**config.mk**
```make
export PLATFORM = sky130hd
export DESIGN_NAME = coord_button_emitter_flat
export DESIGN_NICKNAME = d
export VERILOG_FILES = /design/src/rtl/coord_button_emitter_if.sv /design/src/rtl/coord_button_emitter.sv /design/src/flat_wrapper.sv
export SDC_FILE = /design/constraint.sdc
export NUM_CORES = 1
export LEC_CHECK = 0
export ABC_AREA = 1
export CORE_MARGIN = 10
export CORE_UTILIZATION = 54
export CTS_CLUSTER_DIAMETER = 50
export CTS_CLUSTER_SIZE = 16
export DETAILED_ROUTE_END_ITERATION = 8
export PLACE_DENSITY = 0.82
export SLEW_MARGIN = 20
export SYNTH_ARGS = -nofsm -noshare
export SYNTH_HDL_FRONTEND = slang
export SYNTH_SLANG_ARGS = --single-unit
```
**constraint.sdc**
```tcl
create_clock -name clk -period 2.36 [get_ports clk]
set_clock_uncertainty 0.15 [all_clocks]
set_input_delay 0.708 -clock clk [delete_from_list [all_inputs] [get_ports clk]]
set_output_delay 0.708 -clock clk [all_outputs]
set_load 0.05 [all_outputs]
```
**src/rtl/coord_button_emitter_if.sv**
```systemverilog
// Bundles the start handshake, the parallel coordinate and the emulated
// button outputs of coord_button_emitter.
//   master : requester side (drives start/abort/x_in/y_in, observes outputs)
//   slave  : emitter side
interface coord_button_emitter_if;
  logic       start;    // request to send x_in/y_in
  logic       abort;    // cancel a sequence in progress
  logic [3:0] x_in;     // X coordinate
  logic [3:0] y_in;     // Y coordinate
  logic       busy;     // sequence in progress
  logic       done;     // one-cycle completion pulse
  logic       btn0_n;   // emulated logic-0 button, active low
  logic       btn1_n;   // emulated logic-1 button, active low
  logic       act_n;    // emulated activity button, active low
  logic [2:0] bit_idx;  // bit currently being sent

  modport master (
    output start, abort, x_in, y_in,
    input  busy, done, btn0_n, btn1_n, act_n, bit_idx
  );

  modport slave (
    input  start, abort, x_in, y_in,
    output busy, done, btn0_n, btn1_n, act_n, bit_idx
  );
endinterface

```
**src/rtl/coord_button_emitter.sv**
```systemverilog
// Transmit side of the player coordinate button interface. A coordinate
// accepted on start is replayed as 8 active-low data pulses (x bit0..3, then
// y bit0..3) followed by one activity pulse, each pulse held HOLD_CYCLES and
// separated by GAP_CYCLES of all lines released.
//   clk   : rising-edge clock
//   reset : asynchronous, active-high
//   bus   : slave side of coord_button_emitter_if (start/abort/x_in/y_in in;
//           busy/done/btn0_n/btn1_n/act_n/bit_idx out, all registered)
module coord_button_emitter #(
  parameter int HOLD_CYCLES  = 4,
  parameter int GAP_CYCLES   = 2,
  parameter int BIT1_ON_BTN0 = 1
) (
  input  logic                   clk,
  input  logic                   reset,
  coord_button_emitter_if.slave  bus
);

  localparam int MAXC = (HOLD_CYCLES > GAP_CYCLES) ? HOLD_CYCLES : GAP_CYCLES;
  localparam int CW   = (MAXC > 1) ? $clog2(MAXC) : 1;
  localparam logic [CW-1:0] HOLD_LAST = CW'(HOLD_CYCLES - 1);
  localparam logic [CW-1:0] GAP_LAST  = CW'(GAP_CYCLES - 1);
  localparam logic          B1_LEVEL  = (BIT1_ON_BTN0 != 0);

  typedef enum logic [2:0] {IDLE, HOLD, GAP, ACT, ACT_GAP} state_t;

  state_t        state_q, state_d;
  logic [CW-1:0] cnt_q, cnt_d;
  logic [7:0]    sreg_q, sreg_d;
  logic [2:0]    idx_q, idx_d;
  logic          busy_q, busy_d;
  logic          done_q, done_d;
  logic          btn0_n_q, btn0_n_d;
  logic          btn1_n_q, btn1_n_d;
  logic          act_n_q, act_n_d;

  always_comb begin
    state_d = state_q;
    cnt_d   = cnt_q;
    sreg_d  = sreg_q;
    idx_d   = idx_q;
    done_d  = 1'b0;

    case (state_q)
      IDLE: begin
        if (bus.start) begin
          sreg_d  = {bus.y_in, bus.x_in};
          idx_d   = '0;
          cnt_d   = '0;
          state_d = HOLD;
        end
      end
      HOLD: begin
        if (cnt_q == HOLD_LAST) begin
          cnt_d   = '0;
          state_d = GAP;
        end else begin
          cnt_d = cnt_q + 1'b1;
        end
      end
      GAP: begin
        if (cnt_q == GAP_LAST) begin
          cnt_d = '0;
          if (idx_q == 3'd7) begin
            state_d = ACT;
          end else begin
            idx_d   = idx_q + 3'd1;
            sreg_d  = {1'b0, sreg_q[7:1]};
            state_d = HOLD;
          end
        end else begin
          cnt_d = cnt_q + 1'b1;
        end
      end
      ACT: begin
        if (cnt_q == HOLD_LAST) begin
          cnt_d   = '0;
          state_d = ACT_GAP;
        end else begin
          cnt_d = cnt_q + 1'b1;
        end
      end
      ACT_GAP: begin
        if (cnt_q == GAP_LAST) begin
          cnt_d   = '0;
          done_d  = 1'b1;
          state_d = IDLE;
        end else begin
          cnt_d = cnt_q + 1'b1;
        end
      end
      default: state_d = IDLE;
    endcase

    if (bus.abort && (state_q != IDLE)) begin
      state_d = IDLE;
      cnt_d   = '0;
      done_d  = 1'b0;
    end

    // Lines are decoded from the next state so they are registered yet
    // change on the same edge as the state itself.
    busy_d   = (state_d != IDLE);
    btn0_n_d = !((state_d == HOLD) && (sreg_d[0] == B1_LEVEL));
    btn1_n_d = !((state_d == HOLD) && (sreg_d[0] != B1_LEVEL));
    act_n_d  = !(state_d == ACT);
  end

  always_ff @(posedge clk or posedge reset) begin
    if (reset) begin
      state_q  <= IDLE;
      cnt_q    <= '0;
      sreg_q   <= '0;
      idx_q    <= '0;
      busy_q   <= 1'b0;
      done_q   <= 1'b0;
      btn0_n_q <= 1'b1;
      btn1_n_q <= 1'b1;
      act_n_q  <= 1'b1;
    end else begin
      state_q  <= state_d;
      cnt_q    <= cnt_d;
      sreg_q   <= sreg_d;
      idx_q    <= idx_d;
      busy_q   <= busy_d;
      done_q   <= done_d;
      btn0_n_q <= btn0_n_d;
      btn1_n_q <= btn1_n_d;
      act_n_q  <= act_n_d;
    end
  end

  assign bus.busy    = busy_q;
  assign bus.done    = done_q;
  assign bus.btn0_n  = btn0_n_q;
  assign bus.btn1_n  = btn1_n_q;
  assign bus.act_n   = act_n_q;
  assign bus.bit_idx = idx_q;

endmodule

```
**src/flat_wrapper.sv**
```systemverilog
// flat-port wrapper written by rule: the top's interface ports become plain ports
module coord_button_emitter_flat 
#(
  parameter int HOLD_CYCLES  = 4,
  parameter int GAP_CYCLES   = 2,
  parameter int BIT1_ON_BTN0 = 1
)
  (clk, reset, bus_start, bus_abort, bus_x_in, bus_y_in, bus_busy, bus_done, bus_btn0_n, bus_btn1_n, bus_act_n, bus_bit_idx);
  coord_button_emitter_if bus_i ();
  input  logic clk;
  input  logic reset;
  input wire logic [$bits(bus_i.start)-1:0] bus_start;
  input wire logic [$bits(bus_i.abort)-1:0] bus_abort;
  input wire logic [$bits(bus_i.x_in)-1:0] bus_x_in;
  input wire logic [$bits(bus_i.y_in)-1:0] bus_y_in;
  output wire logic [$bits(bus_i.busy)-1:0] bus_busy;
  output wire logic [$bits(bus_i.done)-1:0] bus_done;
  output wire logic [$bits(bus_i.btn0_n)-1:0] bus_btn0_n;
  output wire logic [$bits(bus_i.btn1_n)-1:0] bus_btn1_n;
  output wire logic [$bits(bus_i.act_n)-1:0] bus_act_n;
  output wire logic [$bits(bus_i.bit_idx)-1:0] bus_bit_idx;
  assign bus_i.start = bus_start;
  assign bus_i.abort = bus_abort;
  assign bus_i.x_in = bus_x_in;
  assign bus_i.y_in = bus_y_in;
  assign bus_busy = bus_i.busy;
  assign bus_done = bus_i.done;
  assign bus_btn0_n = bus_i.btn0_n;
  assign bus_btn1_n = bus_i.btn1_n;
  assign bus_act_n = bus_i.act_n;
  assign bus_bit_idx = bus_i.bit_idx;
  coord_button_emitter #(.HOLD_CYCLES(HOLD_CYCLES), .GAP_CYCLES(GAP_CYCLES), .BIT1_ON_BTN0(BIT1_ON_BTN0)) u_core (.clk(clk), .reset(reset), .bus(bus_i));
endmodule
```
# Word-level counts from Yosys, hierarchy flattened
# Index checks and enable logic that the tools add are counted.
[word_totals]
ff_bits = 21
out_inout_bits = 8
inputBits = 12
word_cells = 65
[classes]
eq_ne = 13
reduce_logical = 15
n_addsub = 2
mux = 24
n_bitwise = 1
[ops]
columns = ["op", "count"]
rows = [
  ["3-bit two-way mux", 9],
  ["8-bit two-way mux", 3],
  ["8-bit case mux with 2 select lines", 1],
  ["3-bit case mux with 5 select lines", 1],
  ["2-bit two-way mux", 5],
  ["3-bit by 2-bit == test with 1-bit output, second input constant", 3],
  ["3-bit by 1-bit == test with 1-bit output, second input constant", 2],
  ["3-bit == test, second input constant", 2],
  ["2-bit case mux with 3 select lines", 1],
  ["3-bit case mux with 2 select lines", 1],
  ["3-bit nonzero test", 2],
  ["2-bit != test, second input constant", 2],
  ["4-bit AND reduction", 1],
  ["4-bit nonzero test", 1],
  ["2-bit OR reduction", 2],
  ["3-bit by 1-bit adder with 3-bit output, second input constant", 1],
  ["1-bit logical AND", 3],
  ["1-bit zero test", 3],
  ["3-bit zero test", 1],
  ["1-bit two-way mux", 3],
  ["3-bit by 2-bit != test with 1-bit output, second input constant", 1],
  ["2-bit by 1-bit adder with 2-bit output, second input constant", 1],
  ["2-bit by 1-bit == test with 1-bit output, second input constant", 1],
  ["2-bit == test, second input constant", 1],
  ["4 further kinds", 4],
]

# Longest topological paths before layout
[depth]
depth_word = 8
ltp_mapped = 11
depth_no_buf = 11

# Worst setup path after synthesis
# No wires, ideal clock.
[synth_path]
kind = "register to register"
startpoint = "register u_core.idx_q[0], in the netlist u_core.bus.bit_idx[0]"
endpoint = "register u_core.idx_q[0], in the netlist u_core.bus.bit_idx[0]"
period_less_slack_ns = 1.845
t_required_ns = 2.090
setup_slack_ns = 0.515
arrival_ns = 1.576
setup_time_ns = 0.120
n_path_buf = 1
path_stages_with_launch = 10
cell_sequence = "dfrtp_1 -> ha_1 -> ha_1 -> inv_1 -> nand2_1 -> nand2_2 -> nand3_2 -> buf_6 -> nand2_1 -> nand2_1"
[synth_via]
elab_chain_len = 4
elab_cells_between_ends = 7
classes_between = "add/sub: 1; eq/ne: 2; mux: 3; reduce/logical: 1"
[synth_rtl]
columns = ["element", "line_no", "text"]
rows = [
  ["start, declared", "coord_button_emitter.sv:30", "logic [2:0] idx_q, idx_d;"],
  ["start signal, assigned", "coord_button_emitter.sv:124", "idx_q <= idx_d;"],
  ["3-bit by 1-bit adder with 3-bit output", "coord_button_emitter.sv:67", "idx_d = idx_q + 3'd1;"],
  ["3-bit two-way mux", "coord_button_emitter.sv:64", "if (idx_q == 3'd7) begin"],
  ["3-bit two-way mux", "coord_button_emitter.sv:62", "if (cnt_q == GAP_LAST) begin"],
  ["3-bit case mux with 2 select lines", "coord_button_emitter.sv:44", "case (state_q)"],
]
# Several ways; a longest one is shown, not always the timed one. The select of a mux whose other input is x is not followed.
# A chain may end at the register's enable or synchronous reset.

# Worst setup path after layout
[layout_path]
startpoint = "register u_core.done_q, in the netlist u_core.bus.done"
endpoint = "output port bus_done"
[layout_rtl]
columns = ["element", "line_no", "text"]
rows = [
  ["start, declared", "coord_button_emitter.sv:32", "logic done_q, done_d;"],
  ["start signal, assigned", "coord_button_emitter.sv:126", "done_q <= done_d;"],
  ["end, declared", "flat_wrapper.sv:17", "output wire logic [$bits(bus_i.done)-1:0] bus_done;"],
]
# No word-level cell between the ends.

==> results.toml <==
[synthesis]
syn_inst = 132
yosysWarnings = 0
ys_ff_latch = 21
seq_area_frac_synth_pct = 48.3
syn_nets = 150
syn_area_per_cell_um2 = 8.29
synth_cell_type_count = 20
synth_area_mm2 = 0.00109

[clock_network]
htreeDepth = 1
cts_tree = "yes"
numCtsBuffers = 3
insertion_delay_ns = 0.30
cts_setup_buffers = 0
cts_hold_buffers = 0
clk_pin_slew_ns = 0.11
clockBufferDepth = 2
post_cts_resized = 0
numClockSinks = 21
clockRootBuffer = "clkbuf_4"

[final_layout]
final_design_area_no_fill_mm2 = 0.00133
finalNetCount = 174
mostFrequentLayoutCell = "nand2_1"
final_cell_mix = "48 x nand2_1, 18 x dfrtp_1, 17 x inv_1"
drive_gt1_share_pct = 18.1
area_delta_synth_final_pct = 21.0
n_antenna_cell = 0
num-fill-cells = 168

[setup_path]
path_depth = 1
path_buf_inv = 1
crit_end = "bus_done"
crit_required_ns = 1.50
worstSetupEndpointType = "output pin"
path_cells = "clkdlybuf4s50_1"
cp-startpoint = "u_core.bus.done"
critical_path.max_fanout = 1
cpMaxStageDelayCell = "clkdlybuf4s50_1"
arrival_ns = 1.43
r2r-end = "u_core.sreg_q[4]"
critPathKind = "reg2out"
rr_startpoint = "u_core.bus.bit_idx[0]"
critical-path-max-stage-delay_ns = 0.80
ff2ff_setup_slack_ns = 0.55
reg2reg_depth = 8
critPathLaunchType = "flop"
crit_family = "buffers and inverters"

[power_and_ir_drop]
powerDensity_mw_per_mm2 = 1060
irDropWorstVdd_mv = 0.633
p_int_mw = 0.766
combinationalPowerShare_pct = 48.1
p_seq_share_pct = 40.1
clkPwrFrac_pct = 11.9
p_leak_nw = 0.702
sw_frac_of_total_pct = 45.5
p_switching_mw = 0.639

[placement]
hpwl_mm = 1.86
numPortBuffers = 19
gp_congestion = 0.875
place_area_mm2 = 0.00130

[timing]
timing.final.crit_share_pct = 97.0
setup_tns_ns = 0
worst_pin_slew_ns = 0.497
rsz0062_at_grt = "no"
finalHoldViolCount = 0
max_freq_mhz = 437
slew_headroom_pct = 66.8
slew_violations = 0
finalCriticalPeriod_ns = 2.29
setup_viol = 0

[floorplan]
rows = 16
die_x_um = 65.0
start_util_pct = 56.4
ioPinCount = 20
core-area_mm2 = 0.00194
die-area_mm2 = 0.00423
fp.dieH_um = 65.0

[drt]
ant_nets = 0
vias_per_cell = 5.11
dr.pass1.iters = 4
drc = 0
finalWirelength_mm = 2.36
vias = 930
wl_per_cell_um = 13.0
first_iter_violations = 51

[global_route]
grt_pass1_vias = 933
grt_max_degree = 22
grt_pass1_wl_mm = 4.05
antenna_found_initial = 0
grt.total_usage_pct = 11.7
overflow = 0

[flow_run]
drv_cap = 0

[min_path]
hp-class = "reg2reg"

[run_status]
outcome = "complete, no violations"
==> metrics by stage <==
stage	hold WS (ns)	utilization (%)	std cells	worst slack [ns]	total power, mW
floorplan	0.293	-	132	0.515	1.09
global placement	0.304	66.8	178	0.300	1.21
detailed placement	0.316	66.8	178	0.261	1.24
CTS	0.346	68.2	182	0.0532	1.41
global route	0.382	68.2	182	0.0160	1.53
finish	0.344	68.2	182	0.0702	1.40
==> flip-flops by register name, summed over array words and instances, names as in the netlist <==
name / count
u_core.bus.btn1_n: 1
u_core.bus.busy: 1
u_core.state_q: 3
u_core.bus.done: 1
u_core.cnt_q: 2
u_core.bus.btn0_n: 1
u_core.sreg_q: 8
u_core.bus.bit_idx: 3
u_core.bus.act_n: 1
==> worst min-delay path by stage <==
| stage | from | end | slack (ns) | cells after the start |
|---|---|---|---|---|
| floorplan | u_core.sreg_q[7] | u_core.sreg_q[7] | 0.29 | 2 |
| global placement | u_core.sreg_q[7] | u_core.sreg_q[7] | 0.30 | 2 |
| detailed placement | u_core.sreg_q[2] | u_core.sreg_q[2] | 0.32 | 2 |
| CTS | u_core.sreg_q[2] | u_core.sreg_q[2] | 0.35 | 2 |
| global route | u_core.sreg_q[6] | u_core.sreg_q[6] | 0.38 | 2 |
| finish | u_core.sreg_q[2] | u_core.sreg_q[2] | 0.34 | 2 |
==> synthesized netlist by cell type <==
cell	n	share of area, %
nor2_2	2	1.1
inv_2	2	0.69
ha_1	6	6.9
nand2_1	48	16
o21ai_0	6	2.7
nand3_2	2	1.8
nand2_2	3	1.7
nand3_1	5	2.3
o22ai_1	1	0.57
dfrtp_1	18	41
buf_6	1	1.0
a22oi_1	6	4.1
nand4_1	1	0.57
dfstp_2	3	7.2
inv_1	17	5.8
o21ai_2	3	2.4
nor3_1	1	0.46
or2_2	1	0.57
nand3b_1	1	0.69
nor2_1	5	1.7
==> cell families after synthesis <==
| kind of cell | Yosys count | share of synthesized area [%] |
|---|---|---|
| DFF | 21 | 48.3 |
| and+or+nand+nor | 69 | 27.4 |
| AOI/OAI and AO/OA | 16 | 9.83 |
| buffers and inverters | 20 | 7.54 |
| adders and majority gates | 6 | 6.86 |
==> routing by layer <==
metal / vias to the layer above / share of wire, % / global-route usage [%]
met1: 433 / 41 / 13.3
li1: 464 / - / -
met5: - / 0 / 0
met3: 3 / 5.2 / 2.92
met2: 30 / 53 / 21.1
met4: 0 / 0.68 / 3.21
==> final cells by class <==
| class | count | area, um2 | share of cell area (%) |
|---|---|---|---|
| Inverter | 19 | 71.3 | 5.38 |
| Multi-Input combinational cell | 91 | 483 | 36.4 |
| Sequential cell | 21 | 529 | 39.9 |
| Tap cell | 27 | 33.8 | 2.55 |
| Clock buffer | 3 | 22.5 | 1.70 |
| Clock inverter | 1 | 5.00 | 0.378 |
| Timing Repair Buffer | 20 | 180 | 13.6 |
==> power groups by stage <==
stage	Sequential, mW	Clock (mW)	Combinational [mW]
2_1_floorplan	0.644	0	0.443
3_3_place_gp	0.559	0	0.646
3_5_place_dp	0.567	0	0.673
4_1_cts	0.561	0.172	0.677
5_1_grt	0.572	0.189	0.765
6_report	0.563	0.167	0.675
Power figures use the tool's default switching activity.
